[config.mk]
export PLATFORM = sky130hd
export DESIGN_NAME = parking_keypad
export DESIGN_NICKNAME = d
export VERILOG_FILES = /design/src/rtl/parking_keypad.sv
export SDC_FILE = /design/constraint.sdc
export NUM_CORES = 1
export LEC_CHECK = 0
export CAP_MARGIN = 20
export CORE_MARGIN = 1.5
export CORE_UTILIZATION = 49
export DETAILED_ROUTE_END_ITERATION = 10
export PLACE_DENSITY = 0.81
export REMOVE_ABC_BUFFERS = 1
export SYNTH_ARGS = -nofsm -noshare
export SYNTH_HDL_FRONTEND = slang
export SYNTH_SLANG_ARGS = --single-unit
[constraint.sdc]
create_clock -name clk -period 2.3 [get_ports clk]
set_input_delay 0.46 -clock clk [delete_from_list [all_inputs] [get_ports clk]]
set_output_delay 0.46 -clock clk [all_outputs]
set_load 0.02 [all_outputs]
[src/rtl/parking_keypad.sv]
// parking_keypad: two-digit keypad feeding a gate controller; lockout after repeated rejects enabled by PARKING_KEYPAD_LOCKOUT_EN
module parking_keypad #(
  parameter int TIMEOUT_CYCLES = 50,
  parameter int MAX_TRIES = 3,
  parameter int LOCK_CYCLES = 100
) (
  input  logic       clk,
  input  logic       reset_n,
  input  logic       sensor_entrance,
  input  logic       key_valid,
  input  logic [1:0] key_code,
  input  logic       key_clear,
  input  logic       gate_green,
  input  logic       gate_red,
  output logic [1:0] password_1,
  output logic [1:0] password_2,
  output logic       pw_valid,
  output logic [1:0] digit_count,
  output logic       locked
);
  localparam int TW = $clog2(TIMEOUT_CYCLES + 1);
`ifdef PARKING_KEYPAD_LOCKOUT_EN
  typedef enum logic [2:0] {IDLE, DIGIT1, DIGIT2, PRESENT, DONE, LOCKOUT} state_t;
`else
  typedef enum logic [2:0] {IDLE, DIGIT1, DIGIT2, PRESENT, DONE} state_t;
`endif
  state_t r_state, w_nxt, w_red;
  logic [TW-1:0] r_tmo;
  logic [1:0] w_p1, w_p2;
`ifdef PARKING_KEYPAD_LOCKOUT_EN
  localparam int CW = $clog2(MAX_TRIES + 1);
  localparam int LW = $clog2(LOCK_CYCLES + 1);
  logic [CW-1:0] r_tries;
  logic [LW-1:0] r_lk;
  assign w_red = (r_tries == CW'(MAX_TRIES - 1)) ? LOCKOUT : DIGIT1;
`else
  assign w_red = DIGIT1;
  assign locked = 1'b0;
`endif
  // next state and next password digits; sensor loss always wins, then clear, then key, then timeout
  always_comb begin
    w_nxt = r_state;
    w_p1 = password_1;
    w_p2 = password_2;
    case (r_state)
      IDLE: w_nxt = sensor_entrance ? DIGIT1 : IDLE;
      DIGIT1, DIGIT2: begin
        if (!sensor_entrance) w_nxt = IDLE;
        else if (key_clear) w_nxt = DIGIT1;
        else if (key_valid) begin
          w_nxt = (r_state == DIGIT1) ? DIGIT2 : PRESENT;
          w_p1 = (r_state == DIGIT1) ? key_code : password_1;
          w_p2 = (r_state == DIGIT2) ? key_code : password_2;
        end else if (r_tmo == '0) w_nxt = IDLE;
      end
      PRESENT: w_nxt = !sensor_entrance ? IDLE : gate_green ? DONE : gate_red ? w_red : PRESENT;
      DONE: w_nxt = sensor_entrance ? DONE : IDLE;
`ifdef PARKING_KEYPAD_LOCKOUT_EN
      LOCKOUT: w_nxt = (r_lk == '0) ? IDLE : LOCKOUT;
`endif
      default: w_nxt = IDLE;
    endcase
  end
  // state, inactivity timer and registered outputs decoded from the next state
  always_ff @(posedge clk or negedge reset_n)
    if (!reset_n) begin
      r_state <= IDLE;
      r_tmo <= '0;
      password_1 <= '0;
      password_2 <= '0;
      pw_valid <= 1'b0;
      digit_count <= '0;
    end else begin
      r_state <= w_nxt;
      r_tmo <= (w_nxt != r_state || key_clear) ? TW'(TIMEOUT_CYCLES - 1) : r_tmo - TW'(1);
      password_1 <= w_p1;
      password_2 <= w_p2;
      pw_valid <= w_nxt == PRESENT;
      digit_count <= (w_nxt == DIGIT2) ? 2'd1 : (w_nxt == PRESENT) ? 2'd2 : 2'd0;
    end
`ifdef PARKING_KEYPAD_LOCKOUT_EN
  // rejected-attempt counter and lockout duration timer
  always_ff @(posedge clk or negedge reset_n)
    if (!reset_n) begin
      r_tries <= '0;
      r_lk <= '0;
      locked <= 1'b0;
    end else begin
      r_tries <= (w_nxt == IDLE || w_nxt == DONE) ? '0 : (r_state == PRESENT && w_nxt != PRESENT) ? r_tries + CW'(1) : r_tries;
      r_lk <= (r_state != LOCKOUT) ? LW'(LOCK_CYCLES - 1) : r_lk - LW'(1);
      locked <= w_nxt == LOCKOUT;
    end
`endif
endmodule

### Word-level counts from Yosys, hierarchy flattened

Cells that the tools add are included.

* bits in registers: 16
* logic and storage cells: 35
* input bits: 9

* bitwise operators: 1
* equal/unequal tests: 7
* muxes and demuxes: 14
* add/subtract/negate cells: 1
* reductions and logical operators: 6

Operator list (number)
* 3-bit two-way mux: 7
* 3-bit by 2-bit == test with 1-bit output, second input constant: 4
* 3-bit case mux with 4 select lines: 1
* 5-bit AND reduction: 2
* 6-bit logical NOT: 1
* 2-bit two-way mux: 3
* 6-bit two-way mux: 1
* 6-bit by 1-bit subtractor with 6-bit output, second input constant: 1
* 3-bit by 1-bit == test with 1-bit output, second input constant: 1
* 3-bit == test, second input constant: 1
* 3-bit logical NOT: 1
* 3-bit != test: 1
* 1-bit two-way mux: 2
* 2-bit OR reduction: 1
* 1-bit logical OR: 1
* 1-bit NOT: 1

### Depth between registers and ports, before layout

* word-level depth: 9
* mapped depth: 7
* depth with buffers taken out: 7

### Least setup slack after synthesis

OpenSTA, ideal clock, no wires.

* path kind: in2reg
* from: input gate_green
* to: register r_tmo[4]
* slack: 0.516 ns
* path buffers: 0
* cell stages on the path: 5
* required time: 2.169 ns
* arrival time: 1.653 ns
* cells stage by stage: or2b_1 -> a311oi_1 -> or4b_1 -> nand3_2 -> or3_1

* cells in the longest elaborated chain, start to end: 6

Ends and longest elaborated chain
* from (decl): line 13 `input logic gate_green,`
* 3-bit two-way mux (2 in a row): line 56 `PRESENT: w_nxt = !sensor_entrance ? IDLE : gate_green ? DONE : gate_red ? w_red : PRESENT;`
* 3-bit case mux with 4 select lines: line 45 `case (r_state)`
* 3-bit != test: line 75 `r_tmo <= (w_nxt != r_state || key_clear) ? TW'(TIMEOUT_CYCLES - 1) : r_tmo - TW'(1);`
* 1-bit logical OR: line 75
* 6-bit two-way mux: line 75
* to (signal assigned): line 75
* to (decl): line 28 `logic [TW-1:0] r_tmo;`

No other way between the ends.
A chain may end at the register's enable or synchronous reset.

### Worst setup path after layout

* from: register r_state[0]
* to: register r_tmo[3]

* cells in the longest elaborated chain, start to end: 9

Ends and longest elaborated chain
* from (decl): line 27 `state_t r_state, w_nxt, w_red;`
* from (signal assigned): line 74 `r_state <= w_nxt;`
* 3-bit by 1-bit == test with 1-bit output: line 45, 51
* 1-bit two-way mux: line 51 `w_nxt = (r_state == DIGIT1) ? DIGIT2 : PRESENT;`
* 3-bit two-way mux: line 50 `else if (key_valid) begin`
* 3-bit two-way mux: line 49 `else if (key_clear) w_nxt = DIGIT1;`
* 3-bit two-way mux: line 48 `if (!sensor_entrance) w_nxt = IDLE;`
* 3-bit case mux with 4 select lines: line 45
* 3-bit != test *: line 75
* 1-bit logical OR *: line 75
* 6-bit two-way mux *: line 75

Mark *: on every way between the ends. The rest lies on a longest branch, timed or not.

==> flow_results.org <==
** Outcome
- Status :: complete, but fails checks
- The checks that failed: design-rule violations.

** Die
- Ports placed on the boundary :: 17
- Once the floorplan was initialized, standard cells occupied 54.5% of the core.
- The floorplan step defined a core boundary enclosing 0.00156 sq mm.
- In this run the horizontal extent of the chip is 44.6 um.
- The floorplan step defined a die boundary enclosing 0.00199 sq mm.
- Die outline height :: 44.6 um
- FP Rows :: 14

** Synth
- The commonest cells after synthesis are dfrtp_1 (16), nor2_1 (7), nor3_1 (7).
- Warnings, synthesis :: 0
- Netlist area before placement :: 850 sq um
- Ranked by total cell area, the synthesized netlist is headed by dfrtp_1 (47%), mux2_2 (5.3%), nor3_1 (4.1%), nor2_1 (3.1%), xnor2_1 (3.1%).
- Mean instance size in the synthesized netlist :: 10.1 sq um
- In the synthesized netlist, the number of instances is 84.
- After synthesis, the netlist uses 34 different library cells.
- Flip-flop cell with the highest count after synthesis :: dfrtp_1
- Synthesis inferred 16 register bits.
- Area fraction of the dominant cell type after synthesis :: 47.1%
- Library cell with the highest instance count after synthesis :: dfrtp_1
- The largest total area in the synthesized netlist belongs to dfrtp_1.
- Proportion of register bits with asynchronous set or reset after synthesis :: 100%
- Number of enable flip-flop cells after synthesis :: 0
- Summing the sequential cell areas from Yosys gives 47.1% of the chip area.

** STA
- Final worst clock skew :: 3.84 ps
- Worst Tran Pin Value :: 693 ps
- Highest attainable clock frequency :: 499 MHz
- Summed over all failing endpoints, the final setup total negative slack is 0 ps.
- Setup repair after global routing missed its margin :: no
- Relative max-transition margin :: 53.6%
- Crit path time final :: 2000 ps
- Setup violations remaining at the end of the flow were counted as 0.
- The hold violation total from the final report came to 0.
- Number of pins exceeding their max-slew limit in the final report :: 0
- In the finished design, the share of the clock period the worst path needs comes to 87.1%.
- Hold is met by 513 ps.

** Layout
- Number of nets in the final layout :: 118
- Relative to the synthesized area, the layout overhead comes to 27.4%.
- Fin area :: 0.00108 sq mm
- Number of antenna repair diodes :: 0
- Fraction of final layout cells sized beyond drive strength 1 :: 17.8%
- Filler-free cell count of the finished design :: 123

** Worst setup path
- Endpoint of the worst register-to-register path :: r_tmo[3]
- Slowest stage delay, CP :: 560 ps
- STA puts the critical path data required time at 2480 ps.
- Worst Reg-to-Reg Cells :: 6
- Internal reg-to-reg setup slack :: 300 ps
- The worst setup path is captured at a register.
- For this design, the slowest cell found on the critical path is dfrtp_1.
- The worst register-to-register path begins at r_state[0].
- Worst-path maximum fanout :: 11
- Critical path cell sequence :: or2b_1, a311oi_1, or4b_1, nand3_2, buf_4, nor3_1
- Arrival time worst endpoint :: 2180 ps
- Type of origin of the critical path :: register
- Kind of cell with the highest combined delay on the critical path :: simple AND/OR/NAND/NOR gates
- The worst setup path is of the register to register kind.
- The number of buffers and inverters on the critical path is 1.

** Place
- Placed wire-length estimate :: 1.35 mm
- Buffers added on ports :: 15
- Cell area reported after detailed placement :: 0.00105 sq mm
- Last weighted congestion value of the routability-driven placer :: 0.867
- Number of placed instances, taps included :: 119

** Detailed routing
- After detailed routing, the number of remaining DRC violations is 1.
- Wires add up to 1.79 mm.
- Wirelength per Cell :: 14.5 um
- Drt first-iter violations :: 7
- For this block, the via count after detailed routing is 689.
- Mean number of vias per cell :: 5.60
- Post-detailed-route count of antenna-violating nets :: 0
- The pre-antenna-repair detailed-routing pass consisted of 6 iterations.

** Global route
- The first global-routing pass estimated 3.06 mm of wire.
- Entering global routing, the biggest net connects 17 pins.
- Number of antenna violations at the first check in global routing :: 0
- Global routing used 21.9% of the available tracks across all layers.
- Remaining global-route overflow :: 0
- Number of global-route vias before repair :: 689

** Clocking
- Total of cells resized after clock tree synthesis :: 0
- Total number of H-tree levels :: 1
- Worst skew pair latency :: 280 ps
- The tree built by TritonCTS fans out to 16 sinks.
- After clock tree synthesis, the clock-pin slew on the worst setup and hold paths is 90 ps.
- TritonCTS built the clock tree.
- Clock tree synthesis selected as its root buffer the cell clkbuf_4.
- Count of hold buffers inserted by post-cts repair :: 0
- Clock tree synthesis inserted a total of 3 buffers.
- Counting along the longest clock path gives a buffer depth of 2.
- Post-CTS setup repair buffer count :: 0

** Power and ir drop
- Largest voltage drop on the vdd net :: 0.000441 V
- Leakage power figure :: 0.469 nW
- The design draws 694 uW.
- Dividing total power by cell area gives a power density of 641 mW/mm^2.

** Job
- The tool flagged a number of max-cap violations equal to 0.

** Min path
- The worst hold path terminates at password_2[1].
- The startpoint identified for the worst hold timing path is password_2[1].
- Hold WC Path Type :: register to register
- Along the worst hold path, the cell count comes to 1.
[metrics by stage]
| step | utilization, % | worst slack [ps] |
|---|---|---|
| after detailed placement | 67.1 | 11.6 |
| after global placement | 67.1 | 53.6 |
| after CTS | 69.4 | 290 |
| final | 69.4 | 297 |
| after global routing | 69.4 | 136 |
| after floorplan | - | 479 |
[worst max path at each step]
stage	cells past startpoint	to	slack, ps	from
floorplan	5	r_tmo[4]	480	r_state[0]
global route	6	r_tmo[3]	140	r_state[0]
CTS	7	r_tmo[3]	290	gate_green
detailed placement	7	r_tmo[3]	10	gate_green
finish	6	r_tmo[3]	300	r_state[0]
global placement	6	r_tmo[5]	50	gate_green
[layout by cell type (no fill, tap or decap), types with 2 or more instances in the layout]
cell and n:
or3_4 2, nor3_1 7, a21oi_1 2, dfrtp_1 16, or3_1 4, o21ai_0 4
inv_1 4, clkdlybuf4s50_1 15, nand2b_1 2, mux2_2 4, buf_4 7, nor2_1 7
clkbuf_4 3, nor2b_1 4, xnor2_1 3, nand2_1 3
[power by group]
part / internal (mW) / leakage (nW) / switching [mW]
registers: 0.309 / 0.202 / 0.0201
logic: 0.0942 / 0.247 / 0.0903
clock network: 0.0962 / 0.0210 / 0.0838
[cell families after synthesis]
group / share of synthesized area, %
mux: 5.30
flops: 47.1
fa+ha+maj: 1.47
buf+inv: 4.86
compound gates: 10.3
xor+xnor: 4.12
simple gates: 26.4
other cells: 0.441
[metal layers]
metal	track usage, %	share of wire (%)
met1	29.2	49
met2	35.1	49
met3	3.67	1.7
met4	9.09	0.56
met5	0	0
[sequential cells by signal (all words and copies together) (netlist names)]
signal       count
r_tmo            6
r_state          3
digit_count      2
password_1       2
password_2       2
pw_valid         1
[worst reg2reg max path: cells and delay by family, from the launching register on]
family	cells	cell delay [ps]
buffers and inverters	1	160
AO/OA/AOI/OAI	1	370
AND/OR/NAND/NOR	4	810
flip-flops	1	560
[layout make-up]
class                   count  area [sq um]
clock buffers               4          36.3
well taps                  16          20.0
repair buffers             22           203
multi-input cells          61           408
inverters                   4          15.0
fillers                   119           477
flip-flops and latches     16           400
Note: power is estimated with default switching activity, not from simulation.
